===== src/rtl/usb_pkg.sv =====
// rtl/usb_pkg.sv - shared types and constants for the USB packet transmitter
package usb_pkg;

    typedef enum logic [1:0] {
        ST_IDLE = 2'd0,
        ST_SYNC = 2'd1,
        ST_DATA = 2'd2,
        ST_EOP  = 2'd3
    } state_e;

    localparam int FS_DIV_DEFAULT = 4;
    localparam int LS_DIV_DEFAULT = 32;
    localparam int DIV_W          = 8;

    // SYNC bits in transmit order, LSB first: 0,0,0,0,0,0,0,1
    localparam logic [7:0] SYNC_PATTERN = 8'h80;
    localparam logic [2:0] STUFF_RUN    = 3'd6;

    // {dp, dm} for the J state; K is the bitwise inverse
    localparam logic [1:0] FS_J = 2'b10;
    localparam logic [1:0] LS_J = 2'b01;

    function automatic logic [1:0] j_level(input logic fs);
        return fs ? FS_J : LS_J;
    endfunction

endpackage


===== src/rtl/usb_bit_timer.sv =====
// rtl/usb_bit_timer.sv - loadable clock divider emitting one strobe per bit period
module usb_bit_timer #(
    parameter int W = 8
) (
    input  logic         clk,
    input  logic         rst,
    input  logic         i_load,
    input  logic [W-1:0] i_div,
    output logic         o_strobe
);

    logic [W-1:0] r_cnt;

    assign o_strobe = !i_load && (r_cnt == i_div - W'(1));

    always_ff @(posedge clk) begin
        if (rst || i_load || o_strobe) begin
            r_cnt <= '0;
        end else begin
            r_cnt <= r_cnt + W'(1);
        end
    end

endmodule


===== src/rtl/usb_tx.sv =====
// rtl/usb_tx.sv - USB LS/FS packet transmitter: SYNC, NRZI, bit stuffing, EOP
module usb_tx
    import usb_pkg::*;
#(
    parameter int FS_DIV = FS_DIV_DEFAULT,
    parameter int LS_DIV = LS_DIV_DEFAULT
) (
    input  logic       clk,
    input  logic       rst,
    input  logic       is_fs,
    input  logic [7:0] tx_data,
    input  logic       tx_valid,
    input  logic       tx_last,
    output logic       tx_ready,
    output logic       dp,
    output logic       dm,
    output logic       oe,
    output logic       busy,
    output logic       err
);

    state_e     r_state;
    logic       r_fs;
    logic       r_oe;
    logic       r_err;
    logic       r_dp;
    logic       r_dm;
    logic       r_hold_full;
    logic [7:0] r_hold_data;
    logic       r_hold_last;
    logic [7:0] r_shift;
    logic       r_cur_last;
    logic [2:0] r_bitcnt;
    logic [2:0] r_run;
    logic [1:0] r_eopcnt;

    logic             w_accept;
    logic             w_strobe;
    logic             w_timer_load;
    logic [DIV_W-1:0] w_div;
    logic             w_load;
    logic             w_eop_start;
    logic             w_underrun;
    logic             w_bit;
    logic [2:0]       w_sync_idx;

    assign tx_ready     = !r_hold_full && (r_state != ST_EOP);
    assign w_accept     = tx_valid && tx_ready;
    assign w_timer_load = (r_state == ST_IDLE);
    assign w_div        = r_fs ? DIV_W'(FS_DIV) : DIV_W'(LS_DIV);
    assign w_sync_idx   = r_bitcnt + 3'd1;

    assign dp   = r_dp;
    assign dm   = r_dm;
    assign oe   = r_oe;
    assign busy = r_oe;
    assign err  = r_err;

    usb_bit_timer #(.W(DIV_W)) u_bit_timer (
        .clk      (clk),
        .rst      (rst),
        .i_load   (w_timer_load),
        .i_div    (w_div),
        .o_strobe (w_strobe)
    );

    // Decide what the next bit boundary does when no stuff bit is pending
    always_comb begin
        w_load      = 1'b0;
        w_eop_start = 1'b0;
        w_underrun  = 1'b0;
        w_bit       = 1'b0;
        if (r_state == ST_SYNC) begin
            if (r_bitcnt != 3'd7) begin
                w_bit = SYNC_PATTERN[w_sync_idx];
            end else begin
                w_load = 1'b1;
                w_bit  = r_hold_data[0];
            end
        end else if (r_bitcnt != 3'd7) begin
            w_bit = r_shift[1];
        end else if (r_cur_last) begin
            w_eop_start = 1'b1;
        end else if (r_hold_full) begin
            w_load = 1'b1;
            w_bit  = r_hold_data[0];
        end else begin
            w_eop_start = 1'b1;
            w_underrun  = 1'b1;
        end
    end

    always_ff @(posedge clk) begin
        if (rst) begin
            r_state          <= ST_IDLE;
            r_fs             <= is_fs;
            r_oe             <= 1'b0;
            r_err            <= 1'b0;
            {r_dp, r_dm}     <= j_level(is_fs);
            r_hold_full      <= 1'b0;
            r_hold_data      <= 8'h00;
            r_hold_last      <= 1'b0;
            r_shift          <= 8'h00;
            r_cur_last       <= 1'b0;
            r_bitcnt         <= 3'd0;
            r_run            <= 3'd0;
            r_eopcnt         <= 2'd0;
        end else begin
            r_err <= 1'b0;
            if (w_accept) begin
                r_hold_full <= 1'b1;
                r_hold_data <= tx_data;
                r_hold_last <= tx_last;
            end
            case (r_state)
                ST_IDLE: begin
                    r_fs         <= is_fs;
                    r_oe         <= 1'b0;
                    {r_dp, r_dm} <= j_level(is_fs);
                    if (w_accept || r_hold_full) begin
                        // First SYNC bit is a 0, so the line leaves idle J straight to K
                        r_state      <= ST_SYNC;
                        r_oe         <= 1'b1;
                        {r_dp, r_dm} <= ~j_level(is_fs);
                        r_bitcnt     <= 3'd0;
                        r_run        <= 3'd0;
                    end
                end
                ST_SYNC, ST_DATA: begin
                    if (w_strobe) begin
                        if (r_run == STUFF_RUN) begin
                            r_dp  <= ~r_dp;
                            r_dm  <= ~r_dm;
                            r_run <= 3'd0;
                        end else if (w_eop_start) begin
                            r_state  <= ST_EOP;
                            r_eopcnt <= 2'd0;
                            r_dp     <= 1'b0;
                            r_dm     <= 1'b0;
                            r_err    <= w_underrun;
                        end else begin
                            if (w_load) begin
                                r_state     <= ST_DATA;
                                r_shift     <= r_hold_data;
                                r_cur_last  <= r_hold_last;
                                r_hold_full <= 1'b0;
                                r_bitcnt    <= 3'd0;
                            end else begin
                                r_shift  <= r_shift >> 1;
                                r_bitcnt <= r_bitcnt + 3'd1;
                            end
                            if (w_bit) begin
                                r_run <= r_run + 3'd1;
                            end else begin
                                r_dp  <= ~r_dp;
                                r_dm  <= ~r_dm;
                                r_run <= 3'd0;
                            end
                        end
                    end
                end
                ST_EOP: begin
                    if (w_strobe) begin
                        r_eopcnt <= r_eopcnt + 2'd1;
                        if (r_eopcnt == 2'd1) begin
                            {r_dp, r_dm} <= j_level(r_fs);
                        end
                        if (r_eopcnt == 2'd2) begin
                            r_state      <= ST_IDLE;
                            r_oe         <= 1'b0;
                            {r_dp, r_dm} <= j_level(is_fs);
                        end
                    end
                end
                default: r_state <= ST_IDLE;
            endcase
        end
    end

endmodule

===== config.mk =====
export PLATFORM = sky130hd
export DESIGN_NAME = usb_tx
export DESIGN_NICKNAME = d
export VERILOG_FILES = /design/src/rtl/usb_pkg.sv /design/src/rtl/usb_bit_timer.sv /design/src/rtl/usb_tx.sv
export SDC_FILE = /design/constraint.sdc
export NUM_CORES = 1
export LEC_CHECK = 0
export ABC_AREA = 1
export CORE_MARGIN = 5
export CORE_UTILIZATION = 45
export CTS_CLUSTER_DIAMETER = 50
export DETAILED_ROUTE_END_ITERATION = 10
export PLACE_DENSITY = 0.65
export SLEW_MARGIN = 15
export SYNTH_ARGS = -nofsm -noshare
export SYNTH_HDL_FRONTEND = slang
export SYNTH_SLANG_ARGS = --single-unit

===== constraint.sdc =====
create_clock -name clk -period 5.5 [get_ports clk]
set_clock_uncertainty 0.1 [all_clocks]
set_input_delay 0.55 -clock clk [delete_from_list [all_inputs] [get_ports clk]]
set_output_delay 0.55 -clock clk [all_outputs]
set_load 0.02 [all_outputs]

==> results by group <==
Status
  • Status: complete, no violations

Timing
  • Slew @ Worst Pin: 0.678 ns
  • Final setup violation count: 0
  • FMAX: 0.409 GHz
  • Setup_tns: 0 ns
  • Fin. max-slew vios: 0
  • Unrepaired setup endpoints after global routing: no
  • Tmin final: 2.45 ns
  • Final Hold Viols: 0
  • Tcrit/Tclk final: 44.5%
  • Headroom to the max-slew limit: 54.5%

Worst hold path
  • Hold_sp: u_bit_timer.r_cnt[0]$_SDFF_PP0_
  • Hold Path Depth: 1
  • Hold Path End: u_bit_timer.r_cnt[0]$_SDFF_PP0_
  • Hold Path Class: register to register

Power
  • Cell-internal power: 0.000596 W
  • Clock group share of total power: 22.3%
  • Switch share: 38.5%
  • Power density over the cells: 386 mW/mm^2
  • Worst IR drop on VDD: 0.000202 V
  • Flop pwr share: 37.6%
  • LEAKAGE: 1.12 nW
  • Combinational Power Share: 40.2%
  • Switching power: 0.000373 W

Critical path
  • Worst r2r src: r_state[0]$_SDFFE_PP0P_
  • CP required: 5.58 ns
  • CP Max Fanout: 28
  • CP Launch Type: primary input
  • Crit Path Category: primary input to register
  • Register-to-Register Path Depth: 9
  • FF-to-FF End: dm$_DFFE_PP_
  • Worst Setup End Kind: register
  • Worst R2R Setup Slack: 3.35 ns
  • CP arrival: 2.52 ns

Floorplanning
  • Core region area: 0.00472 sq mm
  • Die H: 79.6 um
  • Die ar.: 0.00633 sq mm
  • Row count: 25
  • # IOs: 19
  • Starting density of the core: 46.1%
  • Die W: 79.6 um

Layout
  • Post-layout nets: 353
  • Most common cell after layout, fill and taps aside: nand2_1
  • Core Util, Final: 53.2%
  • Number of diodes: 0
  • Layout cells sized above 1: 7.93%
  • Commonest non-fill, non-tap cells in the layout: nand2_1, nor2_1, dfxtp_1
  • Syn-to-layout area delta: 15.3%

Synthesis
  • Synthesized flop and latch total: 41
  • Synth cell types: 30
  • Syn Inst Count: 308
  • Syn. warnings: 0
  • Mapped Area: 0.00218 sq mm
  • Syn Nets: 334
  • Synthesized area per cell: 7.07 sq um
  • Sequential area share after synthesis: 39.1%

Clocking
  • Cts bufs inserted: 5
  • Longest Clk Path Bufs: 2
  • CTS tree: yes
  • Clock Latency Late Sink: 0.30 ns
  • Clock sinks: 41
  • Clk pin slew, worst setup/hold paths: 0.08 ns
  • Resize count post-CTS: 0
  • H-tree depth: 2
  • Cts hold-fix bufs: 0
  • Root buf cell: clkbuf_8
  • Post-CTS Setup Inserts: 0

Routing
  • Initial DRC count: 115
  • ANT nets after route: 0
  • Drt wl/cell: 10.9 um
  • DRC Markers: 0
  • Max Used Layer: met4
  • M1 WL: 2.23 mm
  • Routed met2 length: 1.79 mm
  • TritonRoute pass-1 iters: 4
  • Vias: 1,871
  • Met3 wire length: 194 um
  • Drt total wl: 4.30 mm
  • Vias/cell: 4.74

Global route
  • First-pass GRT wire length: 7.59 mm
  • Number of global-route vias before repair: 1,689
  • Largest net degree at the start of global routing: 29
  • Initial antenna violation count: 0
  • Gr usage total: 15.2%
  • Total gr overflow: 0

Placed design
  • RePlAce Congestion: 0.827
  • Count of input and output buffers: 18
  • DPL Wire Length: 3.27 mm

Job
  • Max cap viols: 0
cells by family after synthesis:
family | count (synthesis) | share of synthesized area (%)
xor+xnor | 2 | 0.804
buf+inv | 41 | 7.52
flops | 41 | 39.1
simple gates | 173 | 35.7
compound gates | 38 | 9.48
fa+ha+maj | 13 | 7.47
sequential cells by signal, indices dropped and copies added (netlist names), 2 cells and up:
name,cells
r_bitcnt,3
r_eopcnt,2
r_hold_data,8
r_run,3
r_shift,7
r_state,2
u_bit_timer.r_cnt,8
worst max-delay path by stage:
| stage | cells past startpoint | startpoint | to |
|---|---|---|---|
| 6_report | 4 | rst | u_bit_timer.r_cnt[3]$_SDFF_PP0_ |
| 5_1_grt | 4 | rst | u_bit_timer.r_cnt[4]$_SDFF_PP0_ |
| 4_1_cts | 4 | rst | u_bit_timer.r_cnt[3]$_SDFF_PP0_ |
| 3_5_place_dp | 4 | rst | u_bit_timer.r_cnt[3]$_SDFF_PP0_ |
| 3_3_place_gp | 4 | rst | u_bit_timer.r_cnt[3]$_SDFF_PP0_ |
| 2_1_floorplan | 8 | r_state[0]$_SDFFE_PP0P_ | dm$_DFFE_PP_ |
synthesized netlist by cell type:
master    instances  area, sq um
a21oi_1          13         65.1
a21oi_4           1         16.3
buf_2             2         10.0
buf_4             2         15.0
clkbuf_1          2         7.51
clkinv_1          1         3.75
dfxtp_1          38          761
edfxtp_1          3         90.1
ha_1             13          163
inv_1            31          116
inv_2             3         11.3
nand2_1          75          282
nand2_2           1         6.26
nand2_4           1         11.3
nand3_1          15         75.1
nand3_2           1         10.0
nand3_4           2         35.0
nand4_1           5         31.3
nor2_1           56          210
nor2_2            3         18.8
nor2_4            1         11.3
nor3_1            3         15.0
nor3_2            1         10.0
nor3b_1           4         30.0
o211ai_1          1         7.51
o21ai_0          22          110
o21bai_1          1         7.51
or2_1             1         6.26
or2_2             4         25.0
xor2_1            2         17.5
metal layers:
metal  vias to the layer above  global-route usage, %
met5                         -                      0
met4                         0                   6.53
met3                         8                   4.18
met2                        30                   22.1
met1                       825                   21.0
li1                       1008                      -
cell type report:
type | count | area (sq um)
clock buffer | 7 | 96.3
clock inverter | 1 | 5.00
fill | 487 | 2210
inverter | 35 | 131
multi-input combinational | 226 | 1160
sequential | 41 | 851
tap | 67 | 83.8
timing repair buffer | 18 | 180
critical path, cell delays in order:
cell             delay [ns]
clkdlybuf4s50_1        0.70
clkinv_1               0.66
nand3_1                0.53
nor3b_1                0.09
stage by stage:
stage / cells / cell area [sq um] / hold slack [ns] / total power [W] / setup slack [ns]
floorplan: 308 / 2180 / 0.318 / 0.000673 / 3.61
global placement: 387 / 2410 / 0.335 / 0.000758 / 2.70
detailed placement: 387 / 2410 / 0.340 / 0.000762 / 2.65
CTS: 395 / 2510 / 0.352 / 0.000980 / 2.97
global route: 395 / 2510 / 0.368 / 0.00106 / 2.75
finish: 395 / 2510 / 0.348 / 0.000969 / 3.05
power groups by stage:
stage / clock (W) / combinational (W) / sequential, W
global placement: 0 / 0.000387 / 0.000371
floorplan: 0 / 0.000291 / 0.000381
global route: 0.000233 / 0.000455 / 0.000370
finish: 0.000216 / 0.000389 / 0.000364
CTS: 0.000223 / 0.000392 / 0.000365
detailed placement: 0 / 0.000390 / 0.000372
Note: power is estimated with default switching activity, not from simulation.
